File: src/rtl/wb_bridge_nway_if.sv
// Wishbone bundle for wb_bridge_nway: one UFP slave port plus NUM_PORTS packed DFP master ports.
// The slave modport is the bridge's view; master is the surrounding system (host + peripherals).
interface wb_bridge_nway_if #(
    parameter int NUM_PORTS      = 4,
    parameter int DFP_ADDR_WIDTH = 24
);
    // Handshake: classic Wishbone. A UFP request is cyc&stb; it completes on a one-cycle ack.
    // Each DFP request holds stb/cyc high until that port's ack is sampled or cyc aborts.
    logic                                wbs_stb_i;
    logic                                wbs_cyc_i;
    logic                                wbs_we_i;
    logic [3:0]                          wbs_sel_i;
    logic [31:0]                         wbs_dat_i;
    logic [31:0]                         wbs_adr_i;
    logic                                wbs_ack_o;
    logic [31:0]                         wbs_dat_o;

    logic [NUM_PORTS-1:0]                wbm_stb_o;
    logic [NUM_PORTS-1:0]                wbm_cyc_o;
    logic [NUM_PORTS-1:0]                wbm_we_o;
    logic [4*NUM_PORTS-1:0]              wbm_sel_o;
    logic [DFP_ADDR_WIDTH*NUM_PORTS-1:0] wbm_adr_o;
    logic [32*NUM_PORTS-1:0]             wbm_dat_o;
    logic [32*NUM_PORTS-1:0]             wbm_dat_i;
    logic [NUM_PORTS-1:0]                wbm_ack_i;

    // Debug view of the bridge FSM (0 IDLE, 1 REQ, 2 RESP).
    logic [1:0]                          state;

    modport slave (
        input  wbs_stb_i, wbs_cyc_i, wbs_we_i, wbs_sel_i, wbs_dat_i, wbs_adr_i,
        output wbs_ack_o, wbs_dat_o,
        output wbm_stb_o, wbm_cyc_o, wbm_we_o, wbm_sel_o, wbm_adr_o, wbm_dat_o,
        input  wbm_dat_i, wbm_ack_i,
        output state
    );

    modport master (
        output wbs_stb_i, wbs_cyc_i, wbs_we_i, wbs_sel_i, wbs_dat_i, wbs_adr_i,
        input  wbs_ack_o, wbs_dat_o,
        input  wbm_stb_o, wbm_cyc_o, wbm_we_o, wbm_sel_o, wbm_adr_o, wbm_dat_o,
        output wbm_dat_i, wbm_ack_i,
        input  state
    );
endinterface

File: src/rtl/wb_bridge_nway.sv
// Registered Wishbone bridge: one UFP window split into NUM_PORTS DFPs by ascending offsets.
// Optional DFP ack timeout is built when WB_BRIDGE_NWAY_TIMEOUT_EN is defined.
module wb_bridge_nway #(
    parameter int                      NUM_PORTS      = 4,
    parameter logic [31:0]             UFP_BASE_ADDR  = 32'h3000_0000,
    parameter logic [31:0]             UFP_BASE_MASK  = 32'hff00_0000,
    parameter logic [32*NUM_PORTS-1:0] PORT_OFFSETS   = {32'h00ff_fc00, 32'h0080_0000,
                                                         32'h0040_0000, 32'h0000_0000},
    parameter int                      DFP_ADDR_WIDTH = 24,
    parameter int                      TIMEOUT_CYCLES = 255
) (
    input  logic            wb_clk_i,
    input  logic            wb_rst_i,
    wb_bridge_nway_if.slave bus,
    output logic            timeout_o
);
    localparam int PW = $clog2(NUM_PORTS);

    if (NUM_PORTS < 2 || NUM_PORTS > 8 || TIMEOUT_CYCLES < 1 || TIMEOUT_CYCLES > 65535)
    begin : g_bad_params
        $error("wb_bridge_nway: parameter out of range");
    end

    typedef enum logic [1:0] {
        IDLE = 2'd0,
        REQ  = 2'd1,
        RESP = 2'd2
    } state_t;

    state_t                    state;
    state_t                    state_nxt;

    logic [31:0]               local_adr;
    logic                      hit;
    logic [PW-1:0]             dec_port;
    logic [DFP_ADDR_WIDTH-1:0] dec_adr;

    logic [PW-1:0]             req_port;
    logic [DFP_ADDR_WIDTH-1:0] req_adr;
    logic [31:0]               req_dat;
    logic [3:0]                req_sel;
    logic                      req_we;
    logic [31:0]               resp_dat;

    logic                      sel_ack;
    logic                      timeout_hit;

    assign local_adr = bus.wbs_adr_i & ~UFP_BASE_MASK;
    assign hit       = bus.wbs_cyc_i && bus.wbs_stb_i &&
                       ((bus.wbs_adr_i & UFP_BASE_MASK) == UFP_BASE_ADDR);
    assign sel_ack   = bus.wbm_ack_i[req_port];
    assign bus.state = state;

    // Offsets ascend, so the last region whose start is <= local wins.
    always_comb begin
        dec_port = '0;
        dec_adr  = '0;
        for (int i = 0; i < NUM_PORTS; i++) begin
            if (local_adr >= PORT_OFFSETS[i*32 +: 32]) begin
                dec_port = PW'(i);
                dec_adr  = DFP_ADDR_WIDTH'(local_adr - PORT_OFFSETS[i*32 +: 32]);
            end
        end
    end

`ifdef WB_BRIDGE_NWAY_TIMEOUT_EN
    logic [15:0] to_cnt;
    logic        resp_timeout;

    // A DFP ack on the limit cycle takes priority over the timeout.
    assign timeout_hit = (to_cnt == 16'(TIMEOUT_CYCLES)) && !sel_ack;
    assign timeout_o   = (state == RESP) && resp_timeout;

    always_ff @(posedge wb_clk_i or posedge wb_rst_i) begin
        if (wb_rst_i) begin
            to_cnt       <= '0;
            resp_timeout <= 1'b0;
        end else begin
            if (state == IDLE && hit) begin
                to_cnt <= '0;
            end else if (state == REQ && !sel_ack) begin
                to_cnt <= to_cnt + 16'd1;
            end
            resp_timeout <= (state == REQ) && bus.wbs_cyc_i && timeout_hit;
        end
    end
`else
    assign timeout_hit = 1'b0;
    assign timeout_o   = 1'b0;
`endif

    always_ff @(posedge wb_clk_i or posedge wb_rst_i) begin
        if (wb_rst_i) begin
            state <= IDLE;
        end else begin
            state <= state_nxt;
        end
    end

    // A cyc drop in REQ aborts even if the DFP acks in the same cycle.
    always_comb begin
        state_nxt = state;
        case (state)
            IDLE: begin
                if (hit) begin
                    state_nxt = REQ;
                end
            end
            REQ: begin
                if (!bus.wbs_cyc_i) begin
                    state_nxt = IDLE;
                end else if (sel_ack || timeout_hit) begin
                    state_nxt = RESP;
                end
            end
            RESP:    state_nxt = IDLE;
            default: state_nxt = IDLE;
        endcase
    end

    always_ff @(posedge wb_clk_i or posedge wb_rst_i) begin
        if (wb_rst_i) begin
            req_port <= '0;
            req_adr  <= '0;
            req_dat  <= '0;
            req_sel  <= '0;
            req_we   <= 1'b0;
            resp_dat <= '0;
        end else if (state == IDLE && hit) begin
            req_port <= dec_port;
            req_adr  <= dec_adr;
            req_dat  <= bus.wbs_dat_i;
            req_sel  <= bus.wbs_sel_i;
            req_we   <= bus.wbs_we_i;
        end else if (state == REQ && bus.wbs_cyc_i) begin
            if (sel_ack) begin
                resp_dat <= bus.wbm_dat_i[int'(req_port)*32 +: 32];
            end else if (timeout_hit) begin
                resp_dat <= 32'hDEAD_BEEF;
            end
        end
    end

    // Unselected slices stay zero so a DFP never sees stale address/data.
    always_comb begin
        bus.wbm_stb_o = '0;
        bus.wbm_cyc_o = '0;
        bus.wbm_we_o  = '0;
        bus.wbm_sel_o = '0;
        bus.wbm_adr_o = '0;
        bus.wbm_dat_o = '0;
        bus.wbs_ack_o = 1'b0;
        bus.wbs_dat_o = '0;
        case (state)
            REQ: begin
                bus.wbm_stb_o[req_port]                                   = 1'b1;
                bus.wbm_cyc_o[req_port]                                   = 1'b1;
                bus.wbm_we_o[req_port]                                    = req_we;
                bus.wbm_sel_o[int'(req_port)*4 +: 4]                      = req_sel;
                bus.wbm_adr_o[int'(req_port)*DFP_ADDR_WIDTH +: DFP_ADDR_WIDTH] = req_adr;
                bus.wbm_dat_o[int'(req_port)*32 +: 32]                    = req_dat;
            end
            RESP: begin
                bus.wbs_ack_o = 1'b1;
                bus.wbs_dat_o = resp_dat;
            end
            default: begin
            end
        endcase
    end
endmodule

File: src/flat_wrapper.sv
// flat-port wrapper written by rule: the top's interface ports become plain ports
module wb_bridge_nway_flat 
#(
    parameter int                      NUM_PORTS      = 4,
    parameter logic [31:0]             UFP_BASE_ADDR  = 32'h3000_0000,
    parameter logic [31:0]             UFP_BASE_MASK  = 32'hff00_0000,
    parameter logic [32*NUM_PORTS-1:0] PORT_OFFSETS   = {32'h00ff_fc00, 32'h0080_0000,
                                                         32'h0040_0000, 32'h0000_0000},
    parameter int                      DFP_ADDR_WIDTH = 24,
    parameter int                      TIMEOUT_CYCLES = 255
)
  (wb_clk_i, wb_rst_i, timeout_o, bus_wbs_stb_i, bus_wbs_cyc_i, bus_wbs_we_i, bus_wbs_sel_i, bus_wbs_dat_i, bus_wbs_adr_i, bus_wbs_ack_o, bus_wbs_dat_o, bus_wbm_stb_o, bus_wbm_cyc_o, bus_wbm_we_o, bus_wbm_sel_o, bus_wbm_adr_o, bus_wbm_dat_o, bus_wbm_dat_i, bus_wbm_ack_i, bus_state);
  wb_bridge_nway_if #(.NUM_PORTS(NUM_PORTS), .DFP_ADDR_WIDTH(DFP_ADDR_WIDTH)) bus_i ();
  input  logic wb_clk_i;
  input  logic wb_rst_i;
  output logic timeout_o;
  input wire logic [$bits(bus_i.wbs_stb_i)-1:0] bus_wbs_stb_i;
  input wire logic [$bits(bus_i.wbs_cyc_i)-1:0] bus_wbs_cyc_i;
  input wire logic [$bits(bus_i.wbs_we_i)-1:0] bus_wbs_we_i;
  input wire logic [$bits(bus_i.wbs_sel_i)-1:0] bus_wbs_sel_i;
  input wire logic [$bits(bus_i.wbs_dat_i)-1:0] bus_wbs_dat_i;
  input wire logic [$bits(bus_i.wbs_adr_i)-1:0] bus_wbs_adr_i;
  output wire logic [$bits(bus_i.wbs_ack_o)-1:0] bus_wbs_ack_o;
  output wire logic [$bits(bus_i.wbs_dat_o)-1:0] bus_wbs_dat_o;
  output wire logic [$bits(bus_i.wbm_stb_o)-1:0] bus_wbm_stb_o;
  output wire logic [$bits(bus_i.wbm_cyc_o)-1:0] bus_wbm_cyc_o;
  output wire logic [$bits(bus_i.wbm_we_o)-1:0] bus_wbm_we_o;
  output wire logic [$bits(bus_i.wbm_sel_o)-1:0] bus_wbm_sel_o;
  output wire logic [$bits(bus_i.wbm_adr_o)-1:0] bus_wbm_adr_o;
  output wire logic [$bits(bus_i.wbm_dat_o)-1:0] bus_wbm_dat_o;
  input wire logic [$bits(bus_i.wbm_dat_i)-1:0] bus_wbm_dat_i;
  input wire logic [$bits(bus_i.wbm_ack_i)-1:0] bus_wbm_ack_i;
  output wire logic [$bits(bus_i.state)-1:0] bus_state;
  assign bus_i.wbs_stb_i = bus_wbs_stb_i;
  assign bus_i.wbs_cyc_i = bus_wbs_cyc_i;
  assign bus_i.wbs_we_i = bus_wbs_we_i;
  assign bus_i.wbs_sel_i = bus_wbs_sel_i;
  assign bus_i.wbs_dat_i = bus_wbs_dat_i;
  assign bus_i.wbs_adr_i = bus_wbs_adr_i;
  assign bus_wbs_ack_o = bus_i.wbs_ack_o;
  assign bus_wbs_dat_o = bus_i.wbs_dat_o;
  assign bus_wbm_stb_o = bus_i.wbm_stb_o;
  assign bus_wbm_cyc_o = bus_i.wbm_cyc_o;
  assign bus_wbm_we_o = bus_i.wbm_we_o;
  assign bus_wbm_sel_o = bus_i.wbm_sel_o;
  assign bus_wbm_adr_o = bus_i.wbm_adr_o;
  assign bus_wbm_dat_o = bus_i.wbm_dat_o;
  assign bus_i.wbm_dat_i = bus_wbm_dat_i;
  assign bus_i.wbm_ack_i = bus_wbm_ack_i;
  assign bus_state = bus_i.state;
  wb_bridge_nway #(.NUM_PORTS(NUM_PORTS), .UFP_BASE_ADDR(UFP_BASE_ADDR), .UFP_BASE_MASK(UFP_BASE_MASK), .PORT_OFFSETS(PORT_OFFSETS), .DFP_ADDR_WIDTH(DFP_ADDR_WIDTH), .TIMEOUT_CYCLES(TIMEOUT_CYCLES)) u_core (.wb_clk_i(wb_clk_i), .wb_rst_i(wb_rst_i), .bus(bus_i), .timeout_o(timeout_o));
endmodule
File: config.mk
export PLATFORM = sky130hd
export DESIGN_NAME = wb_bridge_nway_flat
export DESIGN_NICKNAME = d
export VERILOG_FILES = /design/src/rtl/wb_bridge_nway_if.sv /design/src/rtl/wb_bridge_nway.sv /design/src/flat_wrapper.sv
export SDC_FILE = /design/constraint.sdc
export NUM_CORES = 1
export LEC_CHECK = 0
export BUFFER_PORTS_ARGS = -buffer_cell sky130_fd_sc_hd__buf_2
export CAP_MARGIN = 10
export CORE_AREA = 2 2 194 196
export DETAILED_ROUTE_END_ITERATION = 7
export DIE_AREA = 0 0 196 198
export SYNTH_ARGS = -nofsm -noshare
export SYNTH_HDL_FRONTEND = slang
export SYNTH_SLANG_ARGS = --single-unit
File: constraint.sdc
create_clock -name wb_clk_i -period 7.14 [get_ports wb_clk_i]
set_clock_uncertainty 0.05 [all_clocks]
set_input_delay 0 -clock wb_clk_i [delete_from_list [all_inputs] [get_ports wb_clk_i]]
set_output_delay 0 -clock wb_clk_i [all_outputs]
set_load 0.005 [all_outputs]
; Word-level counts from Yosys, hierarchy flattened
; Index checks and enable logic that the tools add are counted.
; Widths: inputs -> output; s select.
[word_totals]
ff_bits = 97
latch_bits = 0
ramBits = 0
rom_bits = 0
inputBits = 205
out_inout_bits = 288
wordCells = 67
mem_count = 0
[classes]
n_addsub = 6
n_mul = 1
div = 0
n_lt_le_gt_ge = 6
n_eq_ne = 5
shifts = 7
muxes = 22
bitwise = 5
reduce_logical = 8
[ops]
columns = cell, count
row1 = $and 128x128->128, 1
row2 = $mux 128, 1
row3 = $shift 32x33->128 const A, 1
row4 = $shiftx 128x8->32, 1
row5 = $shiftx 32x33->128, 1
row6 = $and 96x96->96, 1
row7 = $mux 24, 4
row8 = $mux 96, 1
row9 = $shift 24x33->96 const A, 1
row10 = $shiftx 24x33->96, 1
row11 = $ge 24x24->1 const B, 2
row12 = $sub 24x24->24 const B, 2
row13 = $neg 32->33, 1
row14 = $neg 4->33, 1
row15 = $neg 7->33, 1
row16 = $shift 4x33->16 const A, 1
row17 = $shiftx 4x33->16, 1
row18 = $mux 32, 1
row19 = $ge 24x1->1 const B, 1
row20 = $ge 24x23->1 const B, 1
row21 = $sub 24x23->24 const B, 1
row22 = $and 16x16->16, 1
row23 = $mux 16, 1
row24 = $mux 2, 5
row25 = other kinds (19), 27

; Logic depth before layout (Yosys ltp)
; Gate-level depths: netlist of the first run.
[logic_depth]
word_depth = 6
ltp_mapped = 11
mapped_depth_nobuf = 6

; Worst setup path before layout of the first run
; No wires, ideal clock.
[synth_timing]
path_kind = register to output
from = reg u_core.req_port[1]
to = out bus_wbm_adr_o[85]
arrival_time_ps = 2367
slack_ps = 4723
path_stages_with_launch = 10
path_buffers = 4
cell_sequence = dfrtp_1 buf_2 buf_1 inv_1 ha_1 buf_2 nor2_1 nand3_2 buf_2 nor2_1
[synth_via]
elab_chain_cells = 5
elab_cells_between_ends = 6
[synth_lines]
columns = element, line
row1 = start: declaration, wb_bridge_nway.sv:38  ; logic [PW-1:0] req_port;
row2 = start signal: assignment, wb_bridge_nway.sv:130  ; req_port <= dec_port;
row3 = $mul 2x2->4 (*), wb_bridge_nway.sv:160  ; bus.wbm_adr_o[int'(req_port)*DFP_ADDR_WIDTH +: DFP_ADDR_WIDTH] = req_adr;
row4 = $neg 32->33 (*), wb_bridge_nway.sv:160
row5 = $shiftx 24x33->96 or $shift 24x33->96 (tied branches), wb_bridge_nway.sv:160
row6 = $and 96x96->96 (no source line) (*), n/a
row7 = $mux 96 (*), wb_bridge_nway.sv:154  ; case (state)
row8 = end: declaration, flat_wrapper.sv:29  ; output wire logic [$bits(bus_i.wbm_adr_o)-1:0] bus_wbm_adr_o;
; Mark *: on every way between the ends. The rest lies on a longest branch, timed or not.

; Worst setup path in the final report of the first run
[layout_timing]
from = reg u_core.req_port[0]
to = out bus_wbm_adr_o[42]
; Same word-level chain as after synthesis.

==> results of run 1 <==
[cell type report]
cell class / instances / area [um2]
clock inverters: 6 / 72.6
clock buffers: 10 / 239
flip-flops and latches: 97 / 2430
diodes: 6 / 15.0
fillers: 4009 / 25800
well taps: 474 / 593
inverters: 12 / 47.5
multi-input cells: 753 / 4580
repair buffers: 560 / 3130
[worst register-to-register path: cells and delay by family (launching register included)]
family	cells	cell delay, ns
buffers and inverters	1	0.71
and+or+nand+nor	1	0.64
DFF	1	0.90
muxes	2	1.11
[kinds of logic (layout without fill, tap and decap cells)]
kind of cell / Yosys count / in the layout / share of synthesized area (%)
fa+ha+maj: 7 / 7 / 1.17
xor+xnor: 3 / 3 / 0.352
other cells: 1 / 7 / 0.0502
flops: 97 / 97 / 32.5
compound gates: 99 / 99 / 8.99
buf+inv: 96 / 588 / 6.49
simple gates: 571 / 571 / 34.7
mux: 72 / 72 / 15.7
[repair_timing]
action	in CTS	in global routing
hold buffers	62	0
endpoints found under the hold margin	107	0
resized for setup	0	0
[cell usage in the layout, fill, tap and decap left out, types with 2 or more instances in the layout]
cell type and instances:
a211o_1 8, a211oi_1 7, a21oi_1 24, a22o_1 13
a22oi_1 15, a31oi_1 8, and2_1 72, and3_1 7
buf_2 491, buf_4 7, clkbuf_16 9, dfrtp_1 96
diode_2 6, dlygate4sd3_1 62, ha_1 6, inv_1 10
inv_6 2, mux2_2 35, mux2i_1 4, mux4_2 33
nand2_1 232, nand3_1 9, nand3_2 5, nand3b_1 9
nand4_1 4, nor2_1 196, nor2b_1 8, nor2b_2 2
nor3b_1 8, nor4b_1 5, o21ai_0 16, or4_1 2
xnor2_1 3
[path summary, 6_finish.rpt]
kind / slack, ns / cells after the start / start / to
setup reg to reg: 3.62 / 4 / u_core.req_port[0]$_DFFE_PP0P_ / u_core.resp_dat[12]$_DFFE_PP0P_
hold / removal: 0.03 / 3 / bus_wbm_dat_i[87] / u_core.resp_dat[23]$_DFFE_PP0P_
max in group asynchronous: 5.60 / 4 / wb_rst_i / u_core.req_port[0]$_DFFE_PP0P_
setup / recovery: 2.72 / 7 / u_core.req_port[0]$_DFFE_PP0P_ / bus_wbm_adr_o[42]
hold reg to reg: 0.45 / 1 / u_core.resp_dat[0]$_DFFE_PP0P_ / u_core.resp_dat[0]$_DFFE_PP0P_
min in group asynchronous: 0.22 / 3 / wb_rst_i / u_core.resp_dat[23]$_DFFE_PP0P_
[metal layers]
| layer | wire length [um] | vias to the layer above | global-route usage [%] |
|---|---|---|---|
| li1 | - | 4126 | - |
| met1 | 13700 | 4175 | 20.7 |
| met2 | 16300 | 406 | 28.5 |
| met3 | 2240 | 56 | 3.10 |
| met4 | 910 | 2 | 6.12 |
| met5 | 13 | - | 0 |
[where the power goes]
part           total, mW  switching [mW]  internal [mW]
registers          0.581          0.0203          0.561
logic              0.217           0.101          0.115
clock network      0.519           0.233          0.287
[stage by stage]
step                      std cells  setup WS, ns  utilization [%]  cell area, um2  power [mW]
after floorplan                 946          4.56                -            7480       0.693
after global placement         1834          3.31             27.5           10200       0.775
after detailed placement       1834          3.18             27.5           10200       0.780
after CTS                      1912          2.76             30.0           11100        1.34
after global routing           1915          2.32             30.1           11100        1.39
final                          1918          2.72             30.1           11100        1.32
[flip-flops by register name, summed over array words and instances (netlist names)]
name,count
u_core.resp_dat,32
u_core.req_adr,24
u_core.req_dat,32
u_core.req_port,2
u_core.bus.state,2
u_core.req_we,1
u_core.req_sel,4
==> reports/qor.txt, run 1 <==
status = finished clean
post-synth top area share = 32.5%
Fmax = 226 MHz
DIE AREA = 0.0388 mm2
P per Cell Area = 119 mW/mm2
gr ovfl total = 0
Post-Syn Area = 0.00748 mm2
GRT Total Usage = 16.6%
DPL Wire Length = 25,800 um
Ports = 493
drt drc = 0
Critical Path Source Type = flop
initial antenna violation count = 6
first-pass GRT wire length = 49,300 um
Worst Path Buf+Inv = 3
post-synthesis area per instance = 7.90 um2
H-tree levels = 3
RSZ-0062 raised after global routing = false
antenna viol nets, final = 0
hold slack = 0.0349 ns
crit path kind = flop to primary output
largest net degree at the start of global routing = 83
crit-path max FO = 71
Synth Flop Type = dfrtp_1
Unique masters post-synth = 54
router iterations before antenna repair = 7
area of the core = 0.0370 mm2
TritonCTS Sinks = 97
most frequent cell after synthesis = nand2_1
setup TNS = 0 ns
fraction of layout cells with a size suffix above 1 = 41.7%
Setup Buffers After CTS = 0
vias in the first global route = 8,284
fin nets = 1,645
area leader, netlist = dfrtp_1
critical path cell sequence = inv_1 > ha_1 > inv_2 > and3_1 > nand2_1 > a21oi_1 > buf_2
Num CTS Buffers = 9
FFs w/ async S/R, synth = 100%
Least-Margin Pin Slew = 1.06 ns
Slew Viols, Final = 0
syn_nets = 1,158
CTS Root Cell = clkbuf_16
max incr delay on CP = 0.90 ns
top post-synthesis cells by count = 232 x nand2_1, 196 x nor2_1, 97 x dfrtp_1
Crit-path slowest cell = dfrtp_4
final hold vios = 0
Post-Synthesis Cells = 946
Clock Path Buffers = 2
IO Port Bufs = 491
max-cap violations = 0
Final Critical Period = 4.42 ns
Synth area leaders = dfrtp_1 32%, nand2_1 12%, mux4_2 9.9%
data required time of the worst path = 7.09 ns
sequential-to-total area share from yosys stat = 32.5%
DRT iter0 DRCs = 610
synthesized flop and latch total = 97
clock latency on the worst-skew pair = 0.35 ns
Tightest Hold Check Type = input port to flop
# setup viols final = 0
Syn-to-layout area delta = 48.7%
fin crit share = 61.9%
CTS tree = yes
Post-synth EDFFs = 0
LEAKAGE = 5.82 nW
Top Family by Delay on Critical Path = buffers and inverters
Slew headroom = 28.8%
CTS clk-pin slew, worst paths = 0.08 ns
Crit. End Element = primary output
WL final = 33,200 um
Routed WL per cell = 17.3 um
warnings from Yosys = 0
Initial Utilization = 20.2%
Max rail drop VDD = 0.0846 mV
Die Ht = 198 um
vias post-DR = 8,765
row count = 71
Worst Path Arrival = 4.37 ns
post-DR vias/cell = 4.57
GP Congestion = 0.949
Die X = 196 um
(Power assumes the default switching activity.)
==> inputs of run 2 (changes only) <==
--- a/config.mk
+++ b/config.mk
@@ -5,11 +5,12 @@
 export SDC_FILE = /design/constraint.sdc
 export NUM_CORES = 1
 export LEC_CHECK = 0
+export ABC_AREA = 1
 export BUFFER_PORTS_ARGS = -buffer_cell sky130_fd_sc_hd__buf_2
 export CAP_MARGIN = 10
-export CORE_AREA = 2 2 194 196
+export CORE_AREA = 2 2 191 193
 export DETAILED_ROUTE_END_ITERATION = 7
-export DIE_AREA = 0 0 196 198
+export DIE_AREA = 0 0 193 195
 export SYNTH_ARGS = -nofsm -noshare
 export SYNTH_HDL_FRONTEND = slang
 export SYNTH_SLANG_ARGS = --single-unit
==> constraint.sdc (replaced) <==
create_clock -name wb_clk_i -period 3.7 [get_ports wb_clk_i]
set_clock_uncertainty 0.05 [all_clocks]
set_input_delay 0 -clock wb_clk_i [delete_from_list [all_inputs] [get_ports wb_clk_i]]
set_output_delay 0 -clock wb_clk_i [all_outputs]
set_load 0.005 [all_outputs]
==> run 2 against run 1 <==
Compared with the run above:
- routed wire length rose by 29%
- final cell count is 20% higher
- via count increased by 23%
- highest routed layer unchanged
==> reports/qor.txt, run 2 <==
status = finished clean
sequential-to-total area share from yosys stat = 31.8% (-0.63 points)
fin crit share = 87.1%
placed instance area = 0.0104 mm2 (+2.7%)
Gates resized, CTS repair = 0 (unchanged)
post-DR vias/cell = 4.70 (+2.9%)
RSZ-0062 raised after global routing = false
router iterations before antenna repair = 5 (-2)
GP Congestion = 0.915 (-3.6%)
Syn-to-layout area delta = 53.6%
Seq pwr share = 43.2% (-0.9 points)
area leader, netlist = dfrtp_1
DIE AREA = 0.0376 mm2 (-3.0%)
DRT iter0 DRCs = 639 (+4.8%)
fin area = 0.0117 mm2 (+5.3%)
Clk pwr share = 39.4% (about the same)
vias post-DR = 10,821 (+23%)
hold path cells = 5 (+2)
CTS Root Cell = clkbuf_16
Sw Ratio = 31.1% (+4.2 points)
syn_nets = 1,510 (+30%)
Post-Syn Area = 0.00762 mm2 (+2.0%)
WL final = 42,800 um (+29%)
Clock Path Buffers = 2 (unchanged)
post-synth top area share = 31.8% (-0.63 points)
Top Registers = u_core.req_dat: 32 flops, u_core.resp_dat: 32 flops, u_core.req_adr: 24 flops
Num CTS Buffers = 9 (unchanged)
first-pass GRT wire length = 61,400 um (+24%)
Int Power = 1.78 mW (+85%)
H-tree levels = 3 (unchanged)
Synth Flop Type = dfrtp_1
Slew Viols, Final = 0 (unchanged)
P per Cell Area = 221 mW/mm2 (+86%)
LEAKAGE = 6.31 nW (+8.3%)
Place WS = 0.844 ns (-2.33 ns)
Net Switching = 0.804 mW (+130%)
Least-Margin Pin Slew = 1.04 ns (-0.0248 ns)
largest net degree at the start of global routing = 92 (+11%)
FFs w/ async S/R, synth = 100% (unchanged)
CTS tree = yes
TritonCTS Sinks = 97 (unchanged)
Setup Buffers After CTS = 0 (unchanged)
Tightest Hold Check Type = input port to flop
Synth area leaders = dfrtp_1 32%, nand2_1 18%, nor2_1 16%
clock latency on the worst-skew pair = 0.37 ns (+0.02 ns)
Critical Path Start = u_core.req_port[0]$_DFFE_PP0P_
Hold Startpoint = bus_wbm_dat_i[115]
overall power = 2.58 mW (+96%)
area of the core = 0.0354 mm2 (-4.2%)
post-synthesis area per instance = 5.87 um2 (-26%)
RR Startpoint = u_core.req_port[0]$_DFFE_PP0P_
# setup viols final = 0 (unchanged)
fraction of layout cells with a size suffix above 1 = 29.6% (-12 points)
Die X = 193 um (-1.5%)
final worst slack = 0.476 ns (-2.25 ns)
crit-path max FO = 86 (+21%)
vias in the first global route = 10,649 (+29%)
IO Port Bufs = 491 (unchanged)
antenna viol nets, final = 0 (unchanged)
Crit. End Element = primary output
Max rail drop VDD = 0.211 mV (+150%)
Reg2Reg Setup Slack = 1.00 ns (-2.62 ns)
data required time of the worst path = 3.65 ns (-3.44 ns)
top post-synthesis cells by count = 362 x nand2_1, 318 x nor2_1, 121 x inv_1
commonest non-fill, non-tap cell in the layout = buf_2
fin nets = 2,044 (+24%)
drt drc = 0 (unchanged)
Final Critical Period = 3.22 ns
warnings from Yosys = 0 (unchanged)
Critical Path Source Type = flop
Hold Path Sink = u_core.resp_dat[19]$_DFFE_PP0P_
Unique masters post-synth = 27 (-50%)
final hold vios = 0 (unchanged)
crit path kind = flop to primary output
commonest cells after routing, fill and taps aside = 491 x buf_2, 362 x nand2_1, 318 x nor2_1
DPL Wire Length = 33,300 um (+29%)
CTS clk-pin slew, worst paths = 0.08 ns (about the same)
Fmax = 310 MHz
Routed WL per cell = 18.6 um (+7.5%)
Slew headroom = 30.7% (+1.9 points)
Post-synth EDFFs = 0 (unchanged)
worst r2r path cells = 10 (+6)
r2r endpoint = u_core.resp_dat[24]$_DFFE_PP0P_
most frequent cell after synthesis = nand2_1
CTS Hold Bufs = 95 (+53%)
synthesized flop and latch total = 97 (unchanged)
Worst Path Arrival = 3.17 ns (-1.20 ns)
Die Ht = 195 um (-1.5%)
max-cap violations = 0 (unchanged)
setup TNS = 0 ns (unchanged)
Ports = 493 (unchanged)
initial antenna violation count = 4 (-2)
Post-Synthesis Cells = 1,298 (+37%)
gr ovfl total = 0 (unchanged)
GRT Total Usage = 21.8% (+5.2 points)
combinational share of power = 17.4% (+0.9 points)
Initial Utilization = 21.5% (+1.3 points)
row count = 69 (-2.8%)
[run 2: cell types whose count changed after synthesis, sizes merged, moves of 13 or more]
cell and change:
mux4 -33, o22ai +41, nor3 +29, nand3 +14, a21oi +16, and2 -72, o21ai +98, inv +115
nand2 +131, nor2 +126, a22o -13, mux2 -35
[run 2: routing by layer]
metal | part of all wire, % | track usage, %
met5 | 0.023 | 0
met4 | 3.8 | 8.45
met3 | 7.4 | 4.01
met2 | 50 | 40.9
met1 | 39 | 24.0
[run 2: cell type report]
class | count | area [um2]
sequential | 97 | 2430
antenna | 3 | 7.51
timing repair buffer | 608 | 3590
multi-input combinational | 989 | 4320
tap | 461 | 577
clock buffer | 9 | 225
fill | 3990 | 23700
clock inverter | 7 | 81.3
inverter | 127 | 479
[run 2: logic make-up (layout without fill, tap and decap cells)]
logic type | after synthesis | after routing | share of synthesized area (%)
and+or+nand+nor | 762 | 762 | 39.6
AOI/OAI and AO/OA | 219 | 219 | 15.8
buffers and inverters | 212 | 751 | 11.5
DFF | 97 | 97 | 31.8
adders and majority gates | 7 | 7 | 1.15
other | 1 | 4 | 0.0492
[run 2: worst max path at each step]
| stage | endpoint | slack, ns | cells past startpoint |
|---|---|---|---|
| after floorplan | u_core.bus.state[0]$_DFFE_PP0P_ | 1.12 | 1 |
| after global placement | bus_wbm_dat_o[61] | 0.88 | 9 |
| after detailed placement | bus_wbm_sel_o[7] | 0.84 | 9 |
| after CTS | bus_wbm_sel_o[7] | 0.44 | 9 |
| after global routing | bus_wbm_dat_o[57] | 0.25 | 9 |
| final | bus_wbm_sel_o[7] | 0.48 | 9 |
[run 2: power by group through the flow]
stage / logic, mW / registers, mW / clock network, mW
floorplan: 0.178 / 1.12 / 0
CTS: 0.449 / 1.11 / 1.06
finish: 0.450 / 1.12 / 1.02
global placement: 0.363 / 1.14 / 0
detailed placement: 0.367 / 1.13 / 0
global route: 0.498 / 1.12 / 1.09
[run 2: worst max-delay path, cell delays in order (launching register included)]
cell and delay [ns]:
dfrtp_2 0.37, buf_4 0.65, ha_1 0.26, inv_1 0.05, nor2_1 0.14, buf_4 0.15
nand2_1 0.53, buf_4 0.40, nor2_1 0.09, buf_2 0.13
[run 2: through the flow]
step,utilization [%],cells,hold slack (ns)
floorplan,-,1298,0.0596
global placement,29.5,2187,0.125
detailed placement,29.5,2187,0.127
CTS,33.1,2298,0.00434
global route,33.1,2298,0.0328
finish,33.1,2301,0.0205
